### src/rtl/multicycle_control_if.sv
// Control bus between the multicycle sequencer (master) and the MIPS datapath/memory (slave).
interface multicycle_control_if;
  logic [5:0] opcode;
  logic       zero;
  logic       mem_ready;
  logic       mem_read;
  logic       mem_write;
  logic       i_or_d;
  logic       ir_write;
  logic       pc_write;
  logic [1:0] pc_source;
  logic       alu_src_a;
  logic [1:0] alu_src_b;
  logic [1:0] alu_op;
  logic       reg_write;
  logic       reg_dst;
  logic       mem_to_reg;
  logic       jal;
  logic       instr_done;
  logic       illegal_op;
  logic       mem_timeout;
  logic [3:0] state;

  modport master (
    input  opcode, zero, mem_ready,
    output mem_read, mem_write, i_or_d, ir_write, pc_write, pc_source,
           alu_src_a, alu_src_b, alu_op, reg_write, reg_dst, mem_to_reg,
           jal, instr_done, illegal_op, mem_timeout, state
  );

  modport slave (
    output opcode, zero, mem_ready,
    input  mem_read, mem_write, i_or_d, ir_write, pc_write, pc_source,
           alu_src_a, alu_src_b, alu_op, reg_write, reg_dst, mem_to_reg,
           jal, instr_done, illegal_op, mem_timeout, state
  );
endinterface

### src/rtl/multicycle_control.sv
// Multi-cycle MIPS sequencer: fetch/decode/execute/memory/writeback FSM with
// memory-ready handshake and a bounded wait counter that aborts stalled accesses.
module multicycle_control #(
  parameter int MEM_WAIT_MAX = 15
) (
  input  logic                 clk,
  input  logic                 reset,
  multicycle_control_if.master bus
);

  typedef enum logic [3:0] {
    FETCH  = 4'd0,  DECODE = 4'd1,  MEMADR = 4'd2,  MEMRD  = 4'd3,
    MEMWB  = 4'd4,  MEMWR  = 4'd5,  RTEXEC = 4'd6,  RTWB   = 4'd7,
    BRANCH = 4'd8,  JUMP   = 4'd9,  JAL    = 4'd10, ITEXEC = 4'd11,
    ITWB   = 4'd12
  } state_e;

  localparam logic [5:0] OP_RTYPE = 6'b000000;
  localparam logic [5:0] OP_LW    = 6'b100011;
  localparam logic [5:0] OP_SW    = 6'b101011;
  localparam logic [5:0] OP_BEQ   = 6'b000100;
  localparam logic [5:0] OP_BNE   = 6'b000101;
  localparam logic [5:0] OP_J     = 6'b000010;
  localparam logic [5:0] OP_JAL   = 6'b000011;
  localparam logic [5:0] OP_ADDI  = 6'b001000;
  localparam logic [3:0] WAIT_LIMIT = 4'(MEM_WAIT_MAX);

  state_e     state_q, state_d;
  logic [3:0] wait_cnt_q, wait_cnt_d;
  logic       waiting;
  logic       timeout;

  always_ff @(posedge clk) begin
    if (reset) begin
      state_q    <= FETCH;
      wait_cnt_q <= '0;
    end else begin
      state_q    <= state_d;
      wait_cnt_q <= wait_cnt_d;
    end
  end

  always_comb begin
    state_d          = state_q;
    bus.mem_read     = 1'b0;
    bus.mem_write    = 1'b0;
    bus.i_or_d       = 1'b0;
    bus.ir_write     = 1'b0;
    bus.pc_write     = 1'b0;
    bus.pc_source    = 2'b00;
    bus.alu_src_a    = 1'b0;
    bus.alu_src_b    = 2'b00;
    bus.alu_op       = 2'b00;
    bus.reg_write    = 1'b0;
    bus.reg_dst      = 1'b0;
    bus.mem_to_reg   = 1'b0;
    bus.jal          = 1'b0;
    bus.instr_done   = 1'b0;
    bus.illegal_op   = 1'b0;
    bus.mem_timeout  = 1'b0;
    bus.state        = reset ? 4'd0 : state_q;
    waiting = (state_q == FETCH) || (state_q == MEMRD) || (state_q == MEMWR);
    timeout = waiting && !bus.mem_ready && (wait_cnt_q == WAIT_LIMIT);

    if (!reset) begin
      case (state_q)
        FETCH: begin
          bus.mem_read  = 1'b1;
          bus.alu_src_b = 2'b01;
          if (bus.mem_ready) begin
            bus.ir_write = 1'b1;
            bus.pc_write = 1'b1;
            state_d      = DECODE;
          end
        end
        DECODE: begin
          bus.alu_src_b = 2'b11;
          case (bus.opcode)
            OP_RTYPE:      state_d = RTEXEC;
            OP_LW, OP_SW:  state_d = MEMADR;
            OP_BEQ, OP_BNE: state_d = BRANCH;
            OP_J:          state_d = JUMP;
            OP_JAL:        state_d = JAL;
            OP_ADDI:       state_d = ITEXEC;
            default: begin
              bus.illegal_op = 1'b1;
              bus.instr_done = 1'b1;
              state_d        = FETCH;
            end
          endcase
        end
        MEMADR: begin
          bus.alu_src_a = 1'b1;
          bus.alu_src_b = 2'b10;
          state_d       = (bus.opcode == OP_SW) ? MEMWR : MEMRD;
        end
        MEMRD: begin
          bus.mem_read = 1'b1;
          bus.i_or_d   = 1'b1;
          if (bus.mem_ready) state_d = MEMWB;
        end
        MEMWB: begin
          bus.reg_write  = 1'b1;
          bus.mem_to_reg = 1'b1;
          bus.instr_done = 1'b1;
          state_d        = FETCH;
        end
        MEMWR: begin
          bus.mem_write = 1'b1;
          bus.i_or_d    = 1'b1;
          if (bus.mem_ready) begin
            bus.instr_done = 1'b1;
            state_d        = FETCH;
          end
        end
        RTEXEC: begin
          bus.alu_src_a = 1'b1;
          bus.alu_op    = 2'b10;
          state_d       = RTWB;
        end
        RTWB: begin
          bus.reg_write  = 1'b1;
          bus.reg_dst    = 1'b1;
          bus.instr_done = 1'b1;
          state_d        = FETCH;
        end
        ITEXEC: begin
          bus.alu_src_a = 1'b1;
          bus.alu_src_b = 2'b10;
          state_d       = ITWB;
        end
        ITWB: begin
          bus.reg_write  = 1'b1;
          bus.instr_done = 1'b1;
          state_d        = FETCH;
        end
        BRANCH: begin
          bus.alu_src_a  = 1'b1;
          bus.alu_op     = 2'b01;
          bus.pc_source  = 2'b01;
          bus.instr_done = 1'b1;
          bus.pc_write   = ((bus.opcode == OP_BEQ) && bus.zero) ||
                           ((bus.opcode == OP_BNE) && !bus.zero);
          state_d        = FETCH;
        end
        JUMP: begin
          bus.pc_source  = 2'b10;
          bus.pc_write   = 1'b1;
          bus.instr_done = 1'b1;
          state_d        = FETCH;
        end
        JAL: begin
          bus.pc_source  = 2'b10;
          bus.pc_write   = 1'b1;
          bus.reg_write  = 1'b1;
          bus.jal        = 1'b1;
          bus.instr_done = 1'b1;
          state_d        = FETCH;
        end
        default: state_d = FETCH;
      endcase

      // An expired wait abandons the access: strobes drop and nothing is written.
      if (timeout) begin
        bus.mem_read    = 1'b0;
        bus.mem_write   = 1'b0;
        bus.ir_write    = 1'b0;
        bus.pc_write    = 1'b0;
        bus.instr_done  = 1'b0;
        bus.mem_timeout = 1'b1;
        state_d         = FETCH;
      end
    end

    wait_cnt_d = (waiting && !bus.mem_ready && !timeout && (state_d == state_q))
                 ? wait_cnt_q + 4'd1 : 4'd0;
  end

endmodule

### src/flat_wrapper.sv
// flat-port wrapper written by rule: the top's interface ports become plain ports
module multicycle_control_flat 
#(
  parameter int MEM_WAIT_MAX = 15
)
  (clk, reset, bus_opcode, bus_zero, bus_mem_ready, bus_mem_read, bus_mem_write, bus_i_or_d, bus_ir_write, bus_pc_write, bus_pc_source, bus_alu_src_a, bus_alu_src_b, bus_alu_op, bus_reg_write, bus_reg_dst, bus_mem_to_reg, bus_jal, bus_instr_done, bus_illegal_op, bus_mem_timeout, bus_state);
  multicycle_control_if bus_i ();
  input  logic clk;
  input  logic reset;
  input wire logic [$bits(bus_i.opcode)-1:0] bus_opcode;
  input wire logic [$bits(bus_i.zero)-1:0] bus_zero;
  input wire logic [$bits(bus_i.mem_ready)-1:0] bus_mem_ready;
  output wire logic [$bits(bus_i.mem_read)-1:0] bus_mem_read;
  output wire logic [$bits(bus_i.mem_write)-1:0] bus_mem_write;
  output wire logic [$bits(bus_i.i_or_d)-1:0] bus_i_or_d;
  output wire logic [$bits(bus_i.ir_write)-1:0] bus_ir_write;
  output wire logic [$bits(bus_i.pc_write)-1:0] bus_pc_write;
  output wire logic [$bits(bus_i.pc_source)-1:0] bus_pc_source;
  output wire logic [$bits(bus_i.alu_src_a)-1:0] bus_alu_src_a;
  output wire logic [$bits(bus_i.alu_src_b)-1:0] bus_alu_src_b;
  output wire logic [$bits(bus_i.alu_op)-1:0] bus_alu_op;
  output wire logic [$bits(bus_i.reg_write)-1:0] bus_reg_write;
  output wire logic [$bits(bus_i.reg_dst)-1:0] bus_reg_dst;
  output wire logic [$bits(bus_i.mem_to_reg)-1:0] bus_mem_to_reg;
  output wire logic [$bits(bus_i.jal)-1:0] bus_jal;
  output wire logic [$bits(bus_i.instr_done)-1:0] bus_instr_done;
  output wire logic [$bits(bus_i.illegal_op)-1:0] bus_illegal_op;
  output wire logic [$bits(bus_i.mem_timeout)-1:0] bus_mem_timeout;
  output wire logic [$bits(bus_i.state)-1:0] bus_state;
  assign bus_i.opcode = bus_opcode;
  assign bus_i.zero = bus_zero;
  assign bus_i.mem_ready = bus_mem_ready;
  assign bus_mem_read = bus_i.mem_read;
  assign bus_mem_write = bus_i.mem_write;
  assign bus_i_or_d = bus_i.i_or_d;
  assign bus_ir_write = bus_i.ir_write;
  assign bus_pc_write = bus_i.pc_write;
  assign bus_pc_source = bus_i.pc_source;
  assign bus_alu_src_a = bus_i.alu_src_a;
  assign bus_alu_src_b = bus_i.alu_src_b;
  assign bus_alu_op = bus_i.alu_op;
  assign bus_reg_write = bus_i.reg_write;
  assign bus_reg_dst = bus_i.reg_dst;
  assign bus_mem_to_reg = bus_i.mem_to_reg;
  assign bus_jal = bus_i.jal;
  assign bus_instr_done = bus_i.instr_done;
  assign bus_illegal_op = bus_i.illegal_op;
  assign bus_mem_timeout = bus_i.mem_timeout;
  assign bus_state = bus_i.state;
  multicycle_control #(.MEM_WAIT_MAX(MEM_WAIT_MAX)) u_core (.clk(clk), .reset(reset), .bus(bus_i));
endmodule
### config.mk
export PLATFORM = sky130hd
export DESIGN_NAME = multicycle_control_flat
export DESIGN_NICKNAME = d
export VERILOG_FILES = /design/src/rtl/multicycle_control_if.sv /design/src/rtl/multicycle_control.sv /design/src/flat_wrapper.sv
export SDC_FILE = /design/constraint.sdc
export NUM_CORES = 1
export LEC_CHECK = 0
export BUFFER_PORTS_ARGS = -buffer_cell sky130_fd_sc_hd__buf_4
export CORE_MARGIN = 3
export CORE_UTILIZATION = 48
export CTS_CLUSTER_DIAMETER = 120
export DETAILED_ROUTE_END_ITERATION = 8
export GPL_ROUTABILITY_DRIVEN = 0
export HOLD_SLACK_MARGIN = 0.02
export PLACE_DENSITY_LB_ADDON = 0.12
export SLEW_MARGIN = 20
export SYNTH_ARGS = -nofsm -noshare
export SYNTH_HDL_FRONTEND = slang
export SYNTH_SLANG_ARGS = --single-unit
### constraint.sdc
create_clock -name clk -period 2.2 [get_ports clk]
set_clock_uncertainty 0.05 [all_clocks]
set_input_delay 0.66 -clock clk [delete_from_list [all_inputs] [get_ports clk]]
set_output_delay 0.66 -clock clk [all_outputs]
set_load 0.02 [all_outputs]
==> results summary, run 1 <==
The tool reported: "[ERROR DPL-0038] Utilization greater than 100%, impossible to legalize". During I/O placement, the number of pins put on the boundary was 33. In this run the mean area of a mapped cell was 6.79 µm². Summing the areas of all compound-gate instances in the mapped netlist gives 22.6% of the synthesized area. The post-synthesis share of cell area spent on full adders, half adders and majority gates is 1.43%. The basic-gate share of the synthesized area counting and, or, nand and nor cells came out at 40.6%.

dfxtp_1 takes more of the synthesized area than any other cell. The horizontal die dimension is 48.7 µm. Port buffering added 32 buffers. In the synthesized netlist the dominant register cell turns out to be dfxtp_1.

When the global-route repair_timing finished, the worst setup path ended at bus_instr_done. The portion of the post-synthesis area used by sequential elements came out at 18.3%. Of the total synthesized cell area, the portion taken by XOR and XNOR cells is 7.86%.

After synthesis, the cell types taking the most area are dfxtp_1 (18%), nor2_1 (9.4%), nand3_1 (4.0%). The cell area after synthesis is 876 µm². The number of synthesized flops with an enable pin came out at 0. The largest net degree at the start of global routing is 13. In this run, CTS created clock tree buffers numbering 3. The die is 48.7 µm tall.

After the last repair the worst path ends at a primary output. The synthesized design contains 8 register bits. The number of warnings reported in the yosys synthesis log came out at 0. The share of synthesized flip-flops with an asynchronous set or reset is 0%. The number of instances in the synthesized netlist is 129. The number of H-tree branching levels came out at 1. The post-synthesis net count is 140.

The portion of netlist area occupied by mux cells is 0%. After synthesis, the largest area contributor takes up 18.3% of total cell area. Progress stopped at 5_1_grt. The HPWL reported at the end of detailed placement came out at 2120 µm.

After synthesis, the largest family of logic cells by area is simple AND/OR/NAND/NOR gates. Counting along the longest clock path gives a buffer depth of 2. The starting density of the core is 54.3%. CTS placed an instance of clkbuf_4 at the clock tree root. Counting every sink on the clock net gives 8. The count of cell types in the netlist is 46. The flow did not finish. The quantity of hold-fixing buffers added after cts is 0. The row count is 14.
-- synth_stat cells (2+ instances only) --
library cell  count
nor2_1           22
dfxtp_1           8
inv_1             7
nand2_1           7
nand3_1           7
nor3_1            6
nor4_1            5
o21ai_0           5
a31oi_1           4
buf_2             4
nand4_1           4
xnor2_1           4
a21oi_1           3
and3_1            3
clkbuf_1          3
nor2b_1           3
a21boi_0          2
buf_4             2
nand2b_1          2
xor2_1            2
-- kinds of logic after synthesis --
family	count (synthesis)
compound gates	27
fa+ha+maj	1
buf+inv	18
simple gates	68
flops	8
xor+xnor	7
-- metrics by stage --
step                hold WS [ns]  TNS (ns)  cell area (µm²)  instances  worst slack [ns]
global placement           0.377    -0.515             1320        200            -0.273
detailed placement         0.388    -0.752             1320        200            -0.367
CTS                        0.402    -0.648             1520        210            -0.263
floorplan                  0.368    -0.148              908        129           -0.0862
-- what timing repair did --
item | in CTS
pin swaps | 9
setup buffers | 7
gates cloned | 0
endpoints found under the setup margin | 11
gates resized for setup | 30
==> run 2: changes to the inputs <==
--- a/config.mk
+++ b/config.mk
@@ -6,13 +6,11 @@
 export NUM_CORES = 1
 export LEC_CHECK = 0
 export BUFFER_PORTS_ARGS = -buffer_cell sky130_fd_sc_hd__buf_4
-export CORE_MARGIN = 3
-export CORE_UTILIZATION = 48
-export CTS_CLUSTER_DIAMETER = 120
+export CORE_AREA = 3 3 64 66
 export DETAILED_ROUTE_END_ITERATION = 8
+export DIE_AREA = 0 0 67 69
 export GPL_ROUTABILITY_DRIVEN = 0
-export HOLD_SLACK_MARGIN = 0.02
-export PLACE_DENSITY_LB_ADDON = 0.12
+export PLACE_DENSITY_LB_ADDON = 0.15
 export SLEW_MARGIN = 20
 export SYNTH_ARGS = -nofsm -noshare
 export SYNTH_HDL_FRONTEND = slang
==> run 2 against run 1 <==
Against the previous run: synthesized cell count did not move; the flow now finishes, with violations (negative setup slack); area after synthesis stayed put.
==> results summary, run 2 <==
The register bit total from synthesis came out at 8. The delay of the slowest cell on the worst path is 0.27 ns. The top cell types in the final layout, fill and taps aside, are buf_4 (58), nor2_1 (17), nand2_1 (7), buf_6 (7).

The clock network accounts for 35.4% of the total power. In the synthesized netlist the dominant register cell turns out to be dfxtp_1. The first detailed-routing pass ran for 4 iterations. The final reports fail on negative setup slack.

The count of input and output buffers came out at 32. In this run the number of H-tree levels came out at 1. The largest net degree at the start of global routing is 14.

The count of cell types in the netlist is 46. By count the netlist is led by nor2_1 (22), dfxtp_1 (8), inv_1 (7), nand2_1 (7), nand3_1 (7). The synthesis-to-finish area growth came out at 86.0%.

The number of synthesized flops with an enable pin came out at 0. After routing the design area is 1630 µm². Setup violations remaining at the end of the flow were counted as 4.

The number of antenna violations at the first check in global routing is 0. The total die area is 4620 µm². The final-stage net count is 200. The post-route fraction of the period consumed by the critical path came out at 112%. The class of the worst hold path is register to register. The number of slew-limit violations in the final report is 0. The number of antenna-violating nets in the routed design came out at 0.

STA classifies the critical path startpoint as an input port. Global routing used 13.0% of the available tracks. The flow ran to the end, but the final reports show violations.

The post-synthesis net count came out at 140. The most common cell in the synthesized netlist is nor2_1. The detailed-route via count is 1122. The share of total power in combinational logic came out at 35.2%. The power per standard cell area is 317 nW/µm².

Among cell families on the critical path, the largest total delay comes from compound AO/OA/AOI/OAI gates. The placeable core region came out at 3630 µm². The number of hold violations in the final report came out at 0.

The first global-routing pass estimated 4860 µm of wire. The number of buffer and inverter stages on the critical path came out at 2. The clock-pin slew on the worst setup and hold paths is 0.04 ns. The slew at the pin closest to its max-slew limit is 0.335 ns. After floorplanning, the core was divided into 22 placement rows. The total wire length is 2940 µm. The largest fanout on the critical path is 5. The area fraction of the dominant cell type after synthesis came out at 18.3%. The share of synthesized flip-flops with an asynchronous set or reset came out at 0%. The master of the slowest instance on the critical path is o311ai_4. The net switching component of the power came out at 0.000159 W.

In the synthesized netlist, the number of instances is 129. The worst setup path is captured at a primary output. Data arrives at the worst endpoint at 1.75 ns. Based on the critical path, the design can be clocked at up to 0.406 GHz. The number of global-route vias before repair came out at 1077. The clock buffer count from CTS came out at 3. The per-cell routed wire length came out at 12.5 µm. The share of post-route cells with drive strength above 1 came out at 56.1%. In this run the number of cells on the critical path is 6. The switching share of power is 30.8%.

The count of boundary I/O pins is 33. No sink is reached through more buffers than the 2 on the longest clock path. The clock latency on the worst-skew pair is 0.23 ns. The critical path goes through buf_8 > and2b_2 > o311ai_4 > nand4_1 > a21boi_2 > buf_4. The HPWL reported at the end of detailed placement came out at 2230 µm. Clock tree synthesis selected as its root buffer the cell clkbuf_8. The first routing iteration left 71 violations. The normalized max-slew margin came out at 77.5%. Leaving out fill and tap cells, the most frequent cell in the layout is buf_4. The number of warnings reported in the yosys synthesis log came out at 0. For this run, design rule violations remaining after detail routing come to 0. The total congestion overflow came out at 0.

The depth of the worst register-to-register path is 6. TritonCTS built the clock tree. The worst slack at placement came out at -0.318 ns. By startpoint and endpoint, the worst setup path is classified as input port to primary output. The cell type with the largest total area after synthesis is dfxtp_1. The leakage dissipation came out at 0.672 nW.

In this run the cell area measured after placement is 1370 µm². The quantity of hold-fixing buffers added after cts came out at 0. The fraction of power consumed by sequential logic came out at 29.4%. After synthesis, flip-flops and latches occupy 18.3% of the total area.

VDD sags by at most 0.111 mV. Setup total negative slack on the finished layout was measured at -0.534 ns. The post-route minimum period came out at 2.46 ns. The worst hold path stage count came out at 1. The horizontal die dimension is 67 µm. For this design, the sink count on the clock tree is 8. The initial utilization of the core area, before any placement, comes to 24.1%. The average vias per placed instance came out at 4.77. The antenna diode count is 0. The final standard cell utilization of the core is 44.8%. After synthesis, the cell types taking the most area are dfxtp_1 (18%), nor2_1 (9.4%), nand3_1 (4.0%). The tool flagged a number of max-cap violations equal to 0. Setup repair after global routing could not meet its margin everywhere. The internal power came out at 0.000358 W. The required time reported for the critical path endpoint is 1.49 ns. The worst setup slack after layout came out at -0.261 ns. The largest registers in the layout are u_core.state_q x4, u_core.wait_cnt_q x4. The die extent in y came out at 69 µm. The cell area after synthesis is 876 µm². Each instance of the synthesized netlist takes up on average 6.79 µm².
run 2: cells by family (layout without fill, tap and decap cells):
| kind of cell | after synthesis | in the layout | synth area share, % |
|---|---|---|---|
| AOI/OAI and AO/OA | 27 | 27 | 22.6 |
| xor gates and xnor gates | 7 | 7 | 7.86 |
| adders and majority gates | 1 | 1 | 1.43 |
| buffers and inverters | 18 | 76 | 9.28 |
| DFF | 8 | 8 | 18.3 |
| and+or+nand+nor | 68 | 68 | 40.6 |
run 2: layout make-up:
| type | count | area, µm² |
|---|---|---|
| fill | 387 | 2000 |
| multi-input combinational | 103 | 796 |
| sequential | 8 | 173 |
| clock buffer | 3 | 41.3 |
| timing repair buffer | 66 | 529 |
| tap | 48 | 60.1 |
| inverter | 7 | 30.0 |
run 2: through the flow:
stage | std cells | total power (W) | hold WS, ns
2_1_floorplan | 129 | 0.000236 | 0.368
3_3_place_gp | 227 | 0.000305 | 0.381
3_5_place_dp | 227 | 0.000307 | 0.391
4_1_cts | 234 | 0.000509 | 0.401
5_1_grt | 235 | 0.000550 | 0.388
6_report | 235 | 0.000517 | 0.367
run 2: power by group through the flow:
stage	Clock, W	Combinational (W)	Sequential [W]
floorplan	0	0.0000830	0.000153
global route	0.000199	0.000198	0.000153
CTS	0.000188	0.000168	0.000153
global placement	0	0.000149	0.000157
detailed placement	0	0.000150	0.000157
finish	0.000183	0.000182	0.000152
run 2: repair_timing:
action                                 4_1_cts  5_1_grt
buffers inserted                             4        1
pin swaps                                   11        8
endpoints found under the hold margin        0        0
cloned                                       0        0
setup endpoints to repair                   11       15
resized for setup                           20       22
run 2: metal layers:
| metal | up-vias | GRT usage [%] | part of all wire, % |
|---|---|---|---|
| li1 | 585 | - | - |
| met1 | 508 | 17.5 | 45 |
| met2 | 27 | 21.2 | 49 |
| met3 | 2 | 1.95 | 4.7 |
| met4 | 0 | 3.38 | 0.92 |
| met5 | - | 0 | 0 |
run 2: path summary, 6_finish.rpt:
check                        from                   end  slack, ns
min reg2reg  u_core.wait_cnt_q[0]  u_core.wait_cnt_q[0]       0.37
max                 bus_opcode[3]        bus_instr_done      -0.26
max reg2reg     u_core.state_q[1]     u_core.state_q[0]       0.58
min          u_core.wait_cnt_q[0]  u_core.wait_cnt_q[0]       0.37
run 2: worst register-to-register path, delay by kind of cell, from the launching register on:
kind                   cells  cell delay (ns)
buffers and inverters      2             0.26
AO/OA/AOI/OAI              2             0.46
XOR/XNOR                   1             0.18
flip-flops                 1             0.41
AND/OR/NAND/NOR            1             0.18
Power figures use the tool's default switching activity.
==> run 3: changes to the inputs <==
--- a/config.mk
+++ b/config.mk
@@ -11,6 +11,7 @@
 export DIE_AREA = 0 0 67 69
 export GPL_ROUTABILITY_DRIVEN = 0
 export PLACE_DENSITY_LB_ADDON = 0.15
+export REMOVE_ABC_BUFFERS = 1
 export SLEW_MARGIN = 20
 export SYNTH_ARGS = -nofsm -noshare
 export SYNTH_HDL_FRONTEND = slang
==> run 3 against run 2 <==
Against the previous run: combinational power is 3% higher; hold slack better by 0.034 ns; count of clock-buffer cells in the layout stayed put; largest cell class unchanged; the flow still finishes with violations (negative setup slack); highest routed layer unchanged.
==> results summary, run 3 (synthesis results as in run 2) <==
The tightest hold path in the finished design has a slack of 0.401 ns. The clock latency on the worst-skew pair came out at 0.22 ns. Setup slack on the critical path of the routed design comes to -0.193 ns. The total wire length is 2910 µm. The first global-routing pass estimated 4660 µm of wire. The total die area is 4620 µm².

After detailed routing, the number of remaining DRC violations is 0. The maximum ir drop on the vdd rail came out at 0.146 mV. Headroom to the max-slew limit came out at 83.1%.

The total routing resource utilization after global routing is 12.3%. The number of max-cap violations is 0. In this run, CTS created clock tree buffers numbering 3. The final reports fail on negative setup slack. The quantity of hold-fixing buffers added after cts came out at 0.

For this design the top-level I/O count stands at 33. For this configuration, the core starts out at a cell density of 24.1%. The data arrival time of the critical path is 1.68 ns.

The largest registers in the layout are u_core.state_q x4, u_core.wait_cnt_q x4. The row count came out at 22. The number of slew-limit violations in the final report is 0. The post-route fraction of the period consumed by the critical path came out at 109%.

The top achievable clock speed came out at 0.418 GHz. STA classifies the critical path endpoint as a primary output. The master of the slowest instance on the critical path is o311ai_4. Setup violations remaining at the end of the flow were counted as 3. The worst-case register-to-register setup slack is 0.65 ns. The flow ran to the end, but the final reports show violations. The most common cell after layout, fill and taps aside is buf_4. The clock-pin slew on the worst setup and hold paths came out at 0.04 ns.

The root buffer cell is clkbuf_8. In this run, the number of DRC markers left after iteration 0 of detailed routing was 45. The per-cell routed wire length came out at 12.4 µm. The detailed-route via count came out at 1134. Of all nets on the critical path, the largest fanout is 3.

The number of hold violations in the final report is 0. The leakage dissipation is 0.677 nW. The class of the worst hold path is register to register. The HPWL reported at the end of detailed placement is 2140 µm. STA classifies the critical path startpoint as an input port. The final setup TNS is -0.439 ns. The count of input and output buffers is 32. The number of antenna diodes in the final layout is 0.

Of the cells placed in the final design, the portion with a size suffix greater than 1 is 50.8%. The number of antenna violations at the first check in global routing was 0. The number of H-tree branching levels is 1. OpenSTA, run right after detailed placement, puts the worst setup slack at -0.326 ns. Setup repair after global routing could not meet its margin everywhere. The largest net degree at the start of global routing came out at 19. The total congestion overflow came out at 0.

Counting along the longest clock path gives a buffer depth of 2. The die extent in y is 69 µm. The number of global-route vias before repair came out at 1043. The library cells used most frequently in the layout, excluding fill and tap cells, are buf_4 (56), nor2_1 (21), nand2_1 (7), buf_6 (7). The clock tree from TritonCTS is yes. Compared with the post-synthesis result, the final layout area differs by 83.3%. For the finished layout, the period the worst path requires is 2.39 ns. The slew at the pin closest to its max-slew limit is 0.252 ns.

The critical path is of the input port to primary output type. The placeable core region came out at 3630 µm². In this run the remaining antenna-violating nets after routing total 0.

The clock sink total came out at 8. The first TritonRoute pass finished after 4 iterations. In this run the power density over the cells is 318 nW/µm².

On the worst path, the slowest cell contributes a delay of 0.22 ns. In this run the horizontal extent of the chip is 67 µm. Traced cell by cell, the critical path runs through buf_6 > and2b_2 > o311ai_4 > nand4_1 > a21boi_1 > buf_4. The average vias per placed instance came out at 4.83.

The required time reported for the critical path endpoint came out at 1.49 ns. The final-stage net count is 200.
[run 3: cell count changes in the layout (fill, tap and decap cells not counted), moves of 2 or more]
| cell | before | now |
|---|---|---|
| o21ai_1 | 1 | 3 |
| a21boi_2 | 2 | 0 |
| nor2_2 | 4 | 1 |
| o21ai_0 | 4 | 2 |
| a21boi_1 | 0 | 2 |
| buf_4 | 58 | 56 |
| nor2_1 | 17 | 21 |
[run 3: path summary, 6_finish.rpt]
check | start | endpoint | depth (start not counted)
hold reg to reg | u_core.wait_cnt_q[0] | u_core.wait_cnt_q[0] | 1
hold / removal | u_core.wait_cnt_q[0] | u_core.wait_cnt_q[0] | 1
setup reg to reg | u_core.state_q[0] | u_core.state_q[0] | 7
setup / recovery | bus_opcode[2] | bus_instr_done | 6
[run 3: critical path: cells and delay by family]
| kind | cells | cell delay, ns |
|---|---|---|
| AO/OA/AOI/OAI | 2 | 0.38 |
| buffers and inverters | 2 | 0.25 |
| AND/OR/NAND/NOR | 2 | 0.38 |
[run 3: what timing repair did]
item / CTS / global route
hold endpoints to repair: 0 / 0
gates resized for setup: 21 / 20
buffers inserted: 0 / 4
setup endpoints to repair: 8 / 10
pin swaps: 10 / 15
[run 3: power breakdown]
| group | internal [W] | switching (W) |
|---|---|---|
| sequential | 0.000148 | 0.00000405 |
| clock | 0.000118 | 0.0000522 |
| combinational | 0.0000960 | 0.0000916 |
| total | 0.000362 | 0.000148 |
[run 3: metal layers]
layer	up-vias	track usage, %	part of all wire, %
met5	-	0	0
met4	0	2.03	0.34
met3	2	1.63	4.6
met2	23	20.4	52
met1	523	16.8	43
li1	586	-	-
[run 3: metrics by stage]
step                util [%]  area (µm²)  power (W)  cells
floorplan                  -         821   0.000222    118
global placement        37.4        1360   0.000303    228
detailed placement      37.4        1360   0.000304    228
CTS                     41.4        1500   0.000499    231
global route            44.2        1610   0.000542    235
finish                  44.2        1610   0.000510    235
[run 3: final cells by class]
class,count,area (µm²)
Clock buffer,3,41.3
Timing Repair Buffer,66,549
Fill cell,377,2030
Inverter,7,26.3
Sequential cell,8,169
Multi-Input combinational cell,103,759
Tap cell,48,60.1
